===== src/rtl/sfu_acc_act.sv =====
// Post-array special-function unit: per-column psum accumulation,
// saturation and activation behind valid/ready handshakes.
module sfu_acc_act #(
  parameter int psum_bw  = 16,
  parameter int col      = 8,
  parameter int CNT_BW   = 4,
  parameter int LEAKY_SH = 3
) (
  input  logic                   clk,
  input  logic                   reset_n,
  input  logic                   cfg_mode_i,
  input  logic [1:0]             cfg_act_i,
  input  logic [CNT_BW-1:0]      cfg_len_i,
  input  logic                   clear_i,
  input  logic                   in_valid_i,
  output logic                   in_ready_o,
  input  logic [col*psum_bw-1:0] psum_in,
  output logic                   out_valid_o,
  input  logic                   out_ready_i,
  output logic [col*psum_bw-1:0] psum_out,
  output logic [CNT_BW-1:0]      acc_cnt_o
);

  typedef enum logic {
    S_IDLE,
    S_ACC
  } state_t;

  localparam int VW = col * psum_bw;

  state_t              r_state;
  logic [CNT_BW-1:0]   r_cnt;
  logic [CNT_BW-1:0]   r_len;
  logic [1:0]          r_act;
  logic [VW-1:0]       r_acc;
  logic [VW-1:0]       r_out;
  logic                r_ovalid;

  logic                w_idle;
  logic [CNT_BW-1:0]   w_len;
  logic [CNT_BW-1:0]   w_cnt_nx;
  logic [1:0]          w_act;
  logic                w_beat;
  logic                w_fin;
  logic [VW-1:0]       w_sum;
  logic [VW-1:0]       w_actv;

  assign w_idle   = (r_state == S_IDLE);
  assign w_cnt_nx = r_cnt + CNT_BW'(1);

  // First beat of a group takes config from the inputs directly
  always_comb begin
    w_len = r_len;
    w_act = r_act;
    if (w_idle) begin
      w_act = cfg_act_i;
      if (cfg_mode_i || (cfg_len_i == '0))
        w_len = CNT_BW'(1);
      else
        w_len = cfg_len_i;
    end
  end

  assign in_ready_o  = ~clear_i & (~r_ovalid | out_ready_i);
  assign w_beat      = in_valid_i & in_ready_o;
  assign w_fin       = (w_cnt_nx == w_len);
  assign out_valid_o = r_ovalid;
  assign psum_out    = r_out;
  assign acc_cnt_o   = r_cnt;

  for (genvar k = 0; k < col; k++) begin : g_lane
    logic signed [psum_bw-1:0] w_a;
    logic signed [psum_bw-1:0] w_b;
    logic signed [psum_bw:0]   w_s;
    logic signed [psum_bw-1:0] w_sat;
    logic signed [psum_bw-1:0] w_o;

    assign w_a = r_acc[k*psum_bw +: psum_bw];
    assign w_b = psum_in[k*psum_bw +: psum_bw];
    assign w_s = {w_a[psum_bw-1], w_a} + {w_b[psum_bw-1], w_b};

    // Top two bits disagree only on overflow
    always_comb begin
      w_sat = w_s[psum_bw-1:0];
      if (w_s[psum_bw] != w_s[psum_bw-1])
        w_sat = w_s[psum_bw] ? {1'b1, {(psum_bw-1){1'b0}}}
                             : {1'b0, {(psum_bw-1){1'b1}}};
    end

    always_comb begin
      w_o = w_sat;
      case (w_act)
        2'b01: if (w_sat[psum_bw-1]) w_o = '0;
        2'b10: if (w_sat[psum_bw-1]) w_o = w_sat >>> LEAKY_SH;
        default: w_o = w_sat;
      endcase
    end

    assign w_sum[k*psum_bw +: psum_bw]  = w_sat;
    assign w_actv[k*psum_bw +: psum_bw] = w_o;
  end

  always_ff @(posedge clk or negedge reset_n) begin
    if (!reset_n) begin
      r_state  <= S_IDLE;
      r_cnt    <= '0;
      r_len    <= '0;
      r_act    <= '0;
      r_acc    <= '0;
      r_out    <= '0;
      r_ovalid <= 1'b0;
    end else begin
      if (clear_i) begin
        r_acc   <= '0;
        r_cnt   <= '0;
        r_state <= S_IDLE;
      end else if (w_beat) begin
        if (w_idle) begin
          r_len <= w_len;
          r_act <= cfg_act_i;
        end
        if (w_fin) begin
          r_acc   <= '0;
          r_cnt   <= '0;
          r_state <= S_IDLE;
        end else begin
          r_acc   <= w_sum;
          r_cnt   <= w_cnt_nx;
          r_state <= S_ACC;
        end
      end
      if (w_beat && w_fin) begin
        r_out    <= w_actv;
        r_ovalid <= 1'b1;
      end else if (out_ready_i) begin
        r_ovalid <= 1'b0;
      end
    end
  end

endmodule

===== config.mk =====
export PLATFORM = sky130hd
export DESIGN_NAME = sfu_acc_act
export DESIGN_NICKNAME = d
export VERILOG_FILES = /design/src/rtl/sfu_acc_act.sv
export SDC_FILE = /design/constraint.sdc
export NUM_CORES = 1
export LEC_CHECK = 0
export ABC_AREA = 0
export CAP_MARGIN = 0
export CORE_MARGIN = 2
export CORE_UTILIZATION = 58
export CTS_CLUSTER_DIAMETER = 40
export DETAILED_ROUTE_END_ITERATION = 10
export DONT_BUFFER_PORTS = 1
export PLACE_DENSITY_LB_ADDON = 0.1
export SYNTH_ARGS = -nofsm -noshare
export SYNTH_HDL_FRONTEND = slang
export SYNTH_SLANG_ARGS = --single-unit

===== constraint.sdc =====
create_clock -name clk -period 3.78 [get_ports clk]
set_clock_uncertainty 0.15 [all_clocks]
set_input_delay 1.134 -clock clk [delete_from_list [all_inputs] [get_ports clk]]
set_output_delay 1.134 -clock clk [all_outputs]
set_load 0.005 [all_outputs]

======== Word level (Yosys, flattened, before mapping) ========
Index checks and enable logic that the tools add are counted.
operators by class
  $add $sub $neg .......................... 9
  $mul .................................... 0
  divide/modulo/power cells ............... 0
  order comparisons ....................... 0
  equal/unequal tests ..................... 11
  shift operators ......................... 0
  mux-type cells .......................... 54
  bitwise gates (word level) .............. 6
  reduce and logical (&&, ||, !) cells .... 7
operators by type and width
  operator                                                                number
  128-bit 2-to-1 mux                                                      3
  16-bit 2-to-1 mux                                                       24
  16-bit case mux with 2 select lines                                     8
  16-bit by 16-bit adder with 17-bit output                               8
  15-bit 2-to-1 mux                                                       8
  4-bit 2-to-1 mux                                                        5
  1-bit inequality test                                                   8
  1-bit 2-to-1 mux                                                        5
  4-bit by 1-bit adder with 4-bit output (second input constant)          1
  4-bit equality test                                                     1
  4-bit zero test                                                         1
  2-bit nonzero test                                                      2
  1-bit NOT                                                               3
  3-bit AND reduction                                                     1
  1-bit bitwise AND                                                       2
  2-bit by 1-bit equality test with 1-bit output (second input constant)  1
  2-bit equality test (second input constant)                             1
  2-bit 2-to-1 mux                                                        1
  2-bit AND reduction                                                     1
  1-bit logical AND                                                       1
  1-bit logical OR                                                        1
  1-bit bitwise OR                                                        1
word-level totals
  register bits ........................... 268
  bits in latches ......................... 0
  memory bits (writable) .................. 0
  ROM bits ................................ 0
  input port bits ......................... 140
  word-level logic and storage cells ...... 94
  memories ................................ 0

======== Depth between registers and ports, before layout ========
Gate-level depths: netlist of the first run.
  depth in word-level cells ............... 8
  gate-level depth with buffers ........... 15
  gate-level depth less buffers ........... 15

======== Worst setup path before layout of the first run ========
OpenSTA, ideal clock, no wires.
  kind .................................... input to register
  from .................................... input port psum_in[17]
  to ...................................... register r_out[25], in the netlist psum_out[25]
  data arrival time ....................... 3,952 ps
  data required time ...................... 3,500 ps
  setup slack ............................. -453 ps
  stages .................................. 15
  cell sequence ........................... ha_1 > a21o_1 > a21oi_1 > o21ai_0 > a21oi_1 > o21ai_0 > o211ai_1 > o211ai_1 > xor2_1 > ha_1 > nand3_1 > clkbuf_1 > o21ai_0 > a22oi_1 > o21ai_0
on the way
  cells in the longest elaborated chain, start to end .. 5
RTL lines
  what                                                        line    RTL
  start: declaration                                          17      input logic [col*psum_bw-1:0] psum_in,
  16-bit by 16-bit adder with 17-bit output (*)               80      assign w_s = {w_a[psum_bw-1], w_a} + {w_b[psum_bw-1], w_b};
  16-bit 2-to-1 mux or 1-bit inequality test (tied branches)  86, 85
  16-bit 2-to-1 mux (*)                                       85      if (w_s[psum_bw] != w_s[psum_bw-1])
  16-bit 2-to-1 mux or 15-bit 2-to-1 mux (tied branches)      94, 93
  16-bit case mux with 2 select lines (*)                     92      case (w_act)
  end signal: assignment                                      133     r_out <= w_actv;
  end: declaration                                            36      logic [VW-1:0] r_out;
Mark *: on every way between the ends. The rest lies on a longest branch, timed or not.
A chain may end at the register's enable or synchronous reset.

======== Worst setup path after layout of the first run ========
  from .................................... input port psum_in[22]
  to ...................................... register r_out[24], in the netlist psum_out[24]
The elaborated chain is that of the path after synthesis.

==> results.yml, run 1 <==
status:
  status: "complete, no violations"
min_path:
  hp-class: "in -> async"
yosys:
  ys_top_cells_by_area: "dfrtp_1, ha_1, o21ai_0"
  synth.distinct_cells: 80
  async_reset_ff_share_pct: 100
  synth.top_cell.area_share_pct: 34.6
  synth_cells: 2305
  synth_area_leader_cell: "dfrtp_1"
  avgSynthCellArea_sq_um: 8.42
  synthFlopType: "dfrtp_1"
  synth_fp_nets: 2586
  syn-cell-area_sq_mm: 0.0194
  synth_seq_cells: 268
  yosysWarningCount: 0
  synth_seq_area_share_pct: 34.6
  synth_edf_count: 0
drt:
  vias_per_cell: 6.60
  wl_per_cell_microns: 22.5
  drcViolationCount: 0
  firstDrtPassIters: 8
  wl_microns: 66700
  drt_iter0_markers: 2081
  ant_nets: 0
  dr_total_vias: 19555
clock_network:
  clkSinkCount: 268
  cts_resized: 0
  cts_tree: "built"
  post-cts-setup-buffers: 0
  cts_buffers: 49
  clk_path_buf_depth: 3
  cts-htree-levels: 2
  clkTransAtPathRegs_ns: 0.06
  ctsHoldBuffers: 0
  insertion_delay_ns: 0.57
  root_buffer: "clkbuf_16"
floorplanning:
  core_sq_mm: 0.0328
  dieArea_sq_mm: 0.0349
  num_io_pins: 274
  dieHeight_microns: 187
  fp.dieW_microns: 187
  start_util_pct: 59.2
  row_count: 66
final_layout:
  final_layout_size_suffix_gt1_share_pct: 15.4
  multi_input_area_sq_mm: 0.0122
  fillerInstances: 2642
  fin_cells: 2961
  seq_area_sq_mm: 0.00671
  syn_to_final_growth_pct: 20.0
  final_nets: 2759
critical_path:
  worstSetupStartpointType: "input pin"
  crit_required_ns: 4.13
  critPathArrivalTime_ns: 3.88
  rr_startpoint: "r_state"
  crit_start: "psum_in[22]"
  worstPathMaxFanout: 10
  crit_type: "in -> reg"
  cp-end-kind: "register"
timing:
  slew_violations: 0
  hold_violations: 0
  rsz0062_at_grt: "no"
  tns_ns: 0
  max_freq_ghz: 0.284
  fin_crit_ns: 3.52
  tightestPinTransition_ns: 0.964
  slew_headroom_pct: 35.5
  period_share_pct: 93.1
  setup-violations-final: 0
power:
  internal_power_w: 0.0129
  power.share.switching_pct: 47.3
  p_leak_nw: 10.8
  comb_power_share_pct: 60.1
  p_switching_w: 0.0115
  p_seq_share_pct: 21.0
  clock_power_share_pct: 18.8
  p_per_area_mw_per_mm2: 1050
  power_w: 0.0244
  peakVddDrop_uv: 621
global_routing:
  grt_util_all_layers_pct: 37.4
  antenna_found_initial: 6
  grt-ovfl-total: 0
  grt_max_degree: 269
  grt_pass1_vias: 19102
  grt_pass1_wl_microns: 105000
place:
  gp_congestion: 0.974
  dp_hpwl_microns: 49500
  placed_cells: 2869
  io_buffers: 0
job:
  drv_cap: 0
-- final cells by class --
cell class,count,share of cell area (%)
clock buffers,50,5.32
clock inverters,39,2.00
flip-flops and latches,268,28.8
multi-input cells,1875,52.5
diodes,3,0.0322
inverters,42,0.677
well taps,442,2.37
repair buffers,242,8.34
-- worst max-delay path: stages --
cell and delay, ns:
ha_4 0.21, and2_1 0.16, o31ai_1 0.22, inv_1 0.10, a21oi_2 0.20, o21ai_2 0.08
o211ai_1 0.18, o211ai_1 0.18, xor2_1 0.20, ha_1 0.34, buf_4 0.18, o21ai_0 0.39
a22o_1 0.20, a21o_1 0.10
-- cells by family after synthesis --
logic type      after synthesis  share of synthesized area [%]
flops                       268                           34.6
mux                          15                          0.793
xor+xnor                    115                           5.19
compound gates             1002                           32.8
fa+ha+maj                   143                           9.50
simple gates                600                           13.9
buf+inv                     162                           3.27
-- through the flow --
step	setup slack [ns]	area, sq um	util (%)	hold slack, ns
after floorplan	-0.0330	19500	-	0.293
after global placement	-0.142	21600	65.8	0.312
after detailed placement	-0.262	21600	65.8	0.322
after CTS	0.301	23300	71.0	0.111
after global routing	0.0697	23300	71.0	0.112
final	0.259	23300	71.0	0.119
-- placed cells by master (no fill, tap or decap), drive strengths merged, types with 9 or more instances in the layout --
| master | Yosys | layout |
|---|---|---|
| nor2 | 140 | 140 |
| xnor2 | 77 | 77 |
| and3 | 11 | 11 |
| nor3 | 31 | 31 |
| a2bb2oi | 9 | 9 |
| clkbuf | 101 | 50 |
| a21oi | 232 | 232 |
| nand3 | 43 | 43 |
| a21boi | 15 | 15 |
| o21ai | 313 | 313 |
| mux2i | 12 | 12 |
| ha | 133 | 133 |
| o21a | 26 | 26 |
| nand4 | 10 | 10 |
| a31o | 10 | 10 |
| xor2 | 38 | 38 |
| o211ai | 55 | 55 |
| a21o | 58 | 58 |
| buf | 19 | 242 |
| nand2 | 273 | 273 |
| a22oi | 25 | 25 |
| dfrtp | 268 | 268 |
| a22o | 54 | 54 |
| o31ai | 23 | 23 |
| nor2b | 10 | 10 |
| a31oi | 26 | 26 |
| clkinv | 1 | 12 |
| inv | 41 | 62 |
| nand2b | 22 | 22 |
| o21bai | 18 | 18 |
| and2 | 21 | 21 |
| a211oi | 38 | 38 |
| a211o | 14 | 14 |
-- power by group through the flow --
stage          combinational, W  sequential, W  clock (W)
2_1_floorplan           0.00938        0.00467          0
3_3_place_gp             0.0140        0.00511          0
3_5_place_dp             0.0142        0.00514          0
4_1_cts                  0.0144        0.00511    0.00462
5_1_grt                  0.0160        0.00525    0.00476
6_report                 0.0147        0.00514    0.00460
-- Yosys cell counts (18+ instances only) --
cell,instances
o21ai_0,298
nand2_1,273
dfrtp_1,268
a21oi_1,232
nor2_1,139
ha_1,133
clkbuf_1,101
xnor2_1,77
a21o_1,58
o211ai_1,55
a22o_1,54
nand3_1,43
inv_1,41
a211oi_1,38
xor2_1,38
nor3_1,30
a31oi_1,26
o21a_1,26
a22oi_1,25
o31ai_1,23
nand2b_1,22
o21bai_1,18
-- flip-flops by register name, indices dropped and copies added, names as in the netlist --
signal and cells:
out_valid_o 1, psum_out 128, acc_cnt_o 4, r_len 4, r_acc 128, r_act 2
r_state 1
-- layer usage --
layer	GRT usage, %	part of all wire [%]
met2	58.5	45
met4	15.4	4.2
met3	10.7	10
met1	48.7	41
met5	0	0.064
-- final timing paths --
check,to,slack [ns],depth (start not counted)
max in group asynchronous,r_acc[107],2.86,0
min reg2reg,r_acc[109],0.33,2
min in group clk,r_acc[109],0.33,2
max reg2reg,psum_out[61],0.33,8
min,r_acc[54],0.12,0
max,psum_out[24],0.26,14
No activity file was read; power rests on OpenSTA's default activity.
==> run 2: changes to the inputs <==
==> constraint.sdc (replaced) <==
create_clock -name clk -period 3.78 [get_ports clk]
set_clock_uncertainty 0.15 [all_clocks]
set_input_delay 0.567 -clock clk [delete_from_list [all_inputs] [get_ports clk]]
set_output_delay 0.567 -clock clk [all_outputs]
set_load 0.005 [all_outputs]
==> run 2 against run 1 <==
Against the previous run: the run now ends with negative hold slack left; cell count down 5.2%; flip-flop and latch count unchanged; global-route usage down 1.0 points; largest cell class unchanged.
==> results.yml, run 2 (synthesis gave the netlist of run 1 again) <==
clock_network:
  cts_tree: "built"
  insertion_delay_ns: 0.56
  clkSinkCount: 268
  ctsHoldBuffers: 1
  post-cts-setup-buffers: 0
  cts-htree-levels: 2
  clkTransAtPathRegs_ns: 0.06
  root_buffer: "clkbuf_16"
  cts_buffers: 46
  clk_path_buf_depth: 3
global_routing:
  grt-ovfl-total: 0
  grtUsageMet2_pct: 57.5
  grt_pass1_wl_microns: 102000
  grt_max_degree: 269
  antenna_found_initial: 7
  grt_pass1_vias: 17786
  grt_util_all_layers_pct: 36.3
  top_usage_layer: "met2"
  grt_util_met3_pct: 10.2
  met1_usage_pct: 48.1
place:
  placed_cells: 2717
  placed_cell_area_sq_mm: 0.0203
  gp_congestion: 0.963
  dp_hpwl_microns: 47000
  io_buffers: 0
timing:
  tightestPinTransition_ns: 1.15
  hold_violations: 268
  setup-violations-final: 0
  whs_ns: -0.441
  fin_crit_ns: 3.56
  tns_ns: 0
  slew_violations: 0
  rsz0062_at_grt: "no"
  slew_headroom_pct: 22.9
  period_share_pct: 94.1
  max_freq_ghz: 0.281
drt:
  ant_nets: 0
  vias_per_cell: 6.66
  wl_microns: 64700
  dr_total_vias: 18700
  drt_iter0_markers: 1779
  firstDrtPassIters: 5
  drcViolationCount: 0
  wl_per_cell_microns: 23.1
floorplanning:
  num_io_pins: 274
  dieArea_sq_mm: 0.0349
  dieHeight_microns: 187
  row_count: 66
  core_sq_mm: 0.0328
  start_util_pct: 59.2
  fp.dieW_microns: 187
power:
  internal_power_w: 0.0117
  peakVddDrop_uv: 508
  p_leak_nw: 9.96
  p_switching_w: 0.0110
  p_per_area_mw_per_mm2: 1040
  comb_power_share_pct: 58.6
  power.share.switching_pct: 48.4
  clock_power_share_pct: 18.8
  p_seq_share_pct: 22.6
critical_path:
  path_buf_inv: 1
  slowest_stage: "and2_2"
  critPathArrivalTime_ns: 3.86
  slowest_delay_ns: 0.68
  worstSetupStartpointType: "register"
  crit_type: "reg -> reg"
  path_cells: "or3b_2 -> a22o_1 -> o22ai_1 -> or3_4 -> and2_2 -> buf_4 -> nand2_1 -> o21ai_0"
  worstPathMaxFanout: 19
  crit_family: "simple AND/OR/NAND/NOR gates"
  crit_required_ns: 4.09
  cp-end-kind: "register"
status:
  violations: "negative hold slack"
  status: "finished with violations"
final_layout:
  layout_common_cells: "o21ai_0, nand2_1, dfrtp_1"
  layout_commonest_cell: "o21ai_0"
  syn_to_final_growth_pct: 12.7
  final_area_sq_mm: 0.0219
  final_layout_size_suffix_gt1_share_pct: 9.06
  fin_cells: 2806
  final_nets: 2605
job:
  drv_cap: 0
min_path:
  hp-class: "in -> async"
==> run 2: cell types whose count changed in the layout (fill, tap and decap cells not counted), sizes merged <==
cell	previous run	this run
buf	242	90
inv	62	55
clkbuf	50	52
clkinv	12	14
bufinv	5	4
dlygate4sd3	0	1
==> run 2: path summary, 6_finish.rpt <==
path | start | endpoint | slack [ns] | cells after the start
max in group asynchronous | reset_n | r_acc[11] | 3.33 | 0
hold / removal | reset_n | r_acc[37] | -0.44 | 0
setup / recovery | r_state | r_acc[97] | 0.22 | 8
hold reg to reg | r_acc[71] | r_acc[71] | 0.33 | 2
min in group clk | cfg_len_i[1] | r_len[1] | 0.02 | 2
setup reg to reg | r_state | r_acc[97] | 0.22 | 8
==> run 2: power groups by stage <==
| stage | logic [W] | registers, W | clock network [W] |
|---|---|---|---|
| after CTS | 0.0130 | 0.00510 | 0.00431 |
| after global routing | 0.0146 | 0.00523 | 0.00445 |
| final | 0.0133 | 0.00512 | 0.00427 |
| after floorplan | 0.00930 | 0.00467 | 0 |
| after detailed placement | 0.0129 | 0.00513 | 0 |
| after global placement | 0.0127 | 0.00510 | 0 |
==> run 2: layout make-up <==
class | count | area [sq um]
antenna | 3 | 7.51
clock buffer | 52 | 1220
clock inverter | 33 | 355
fill | 2784 | 10900
inverter | 42 | 158
multi-input combinational | 1875 | 12100
sequential | 268 | 6710
tap | 442 | 553
timing repair buffer | 91 | 761
==> run 2: layer usage <==
layer,vias to the layer above,routed length [microns]
li1,8650,-
met1,9037,26800
met2,846,29200
met3,159,6510
met4,8,2240
met5,-,61
==> run 2: repair_timing <==
| action | CTS | global route |
|---|---|---|
| hold endpoints to repair | 270 | 268 |
| resized for setup | 0 | 4 |
| setup endpoints to repair | 0 | 25 |
==> run 2: stage by stage <==
stage	hold WS, ns	utilization [%]	worst slack [ns]	total power [W]
4_1_cts	-0.455	66.7	0.144	0.0224
3_5_place_dp	0.127	61.8	0.0425	0.0180
5_1_grt	-0.453	66.7	0.0564	0.0243
6_report	-0.441	66.7	0.223	0.0227
2_1_floorplan	0.121	-	0.114	0.0140
3_3_place_gp	0.127	61.8	0.128	0.0178
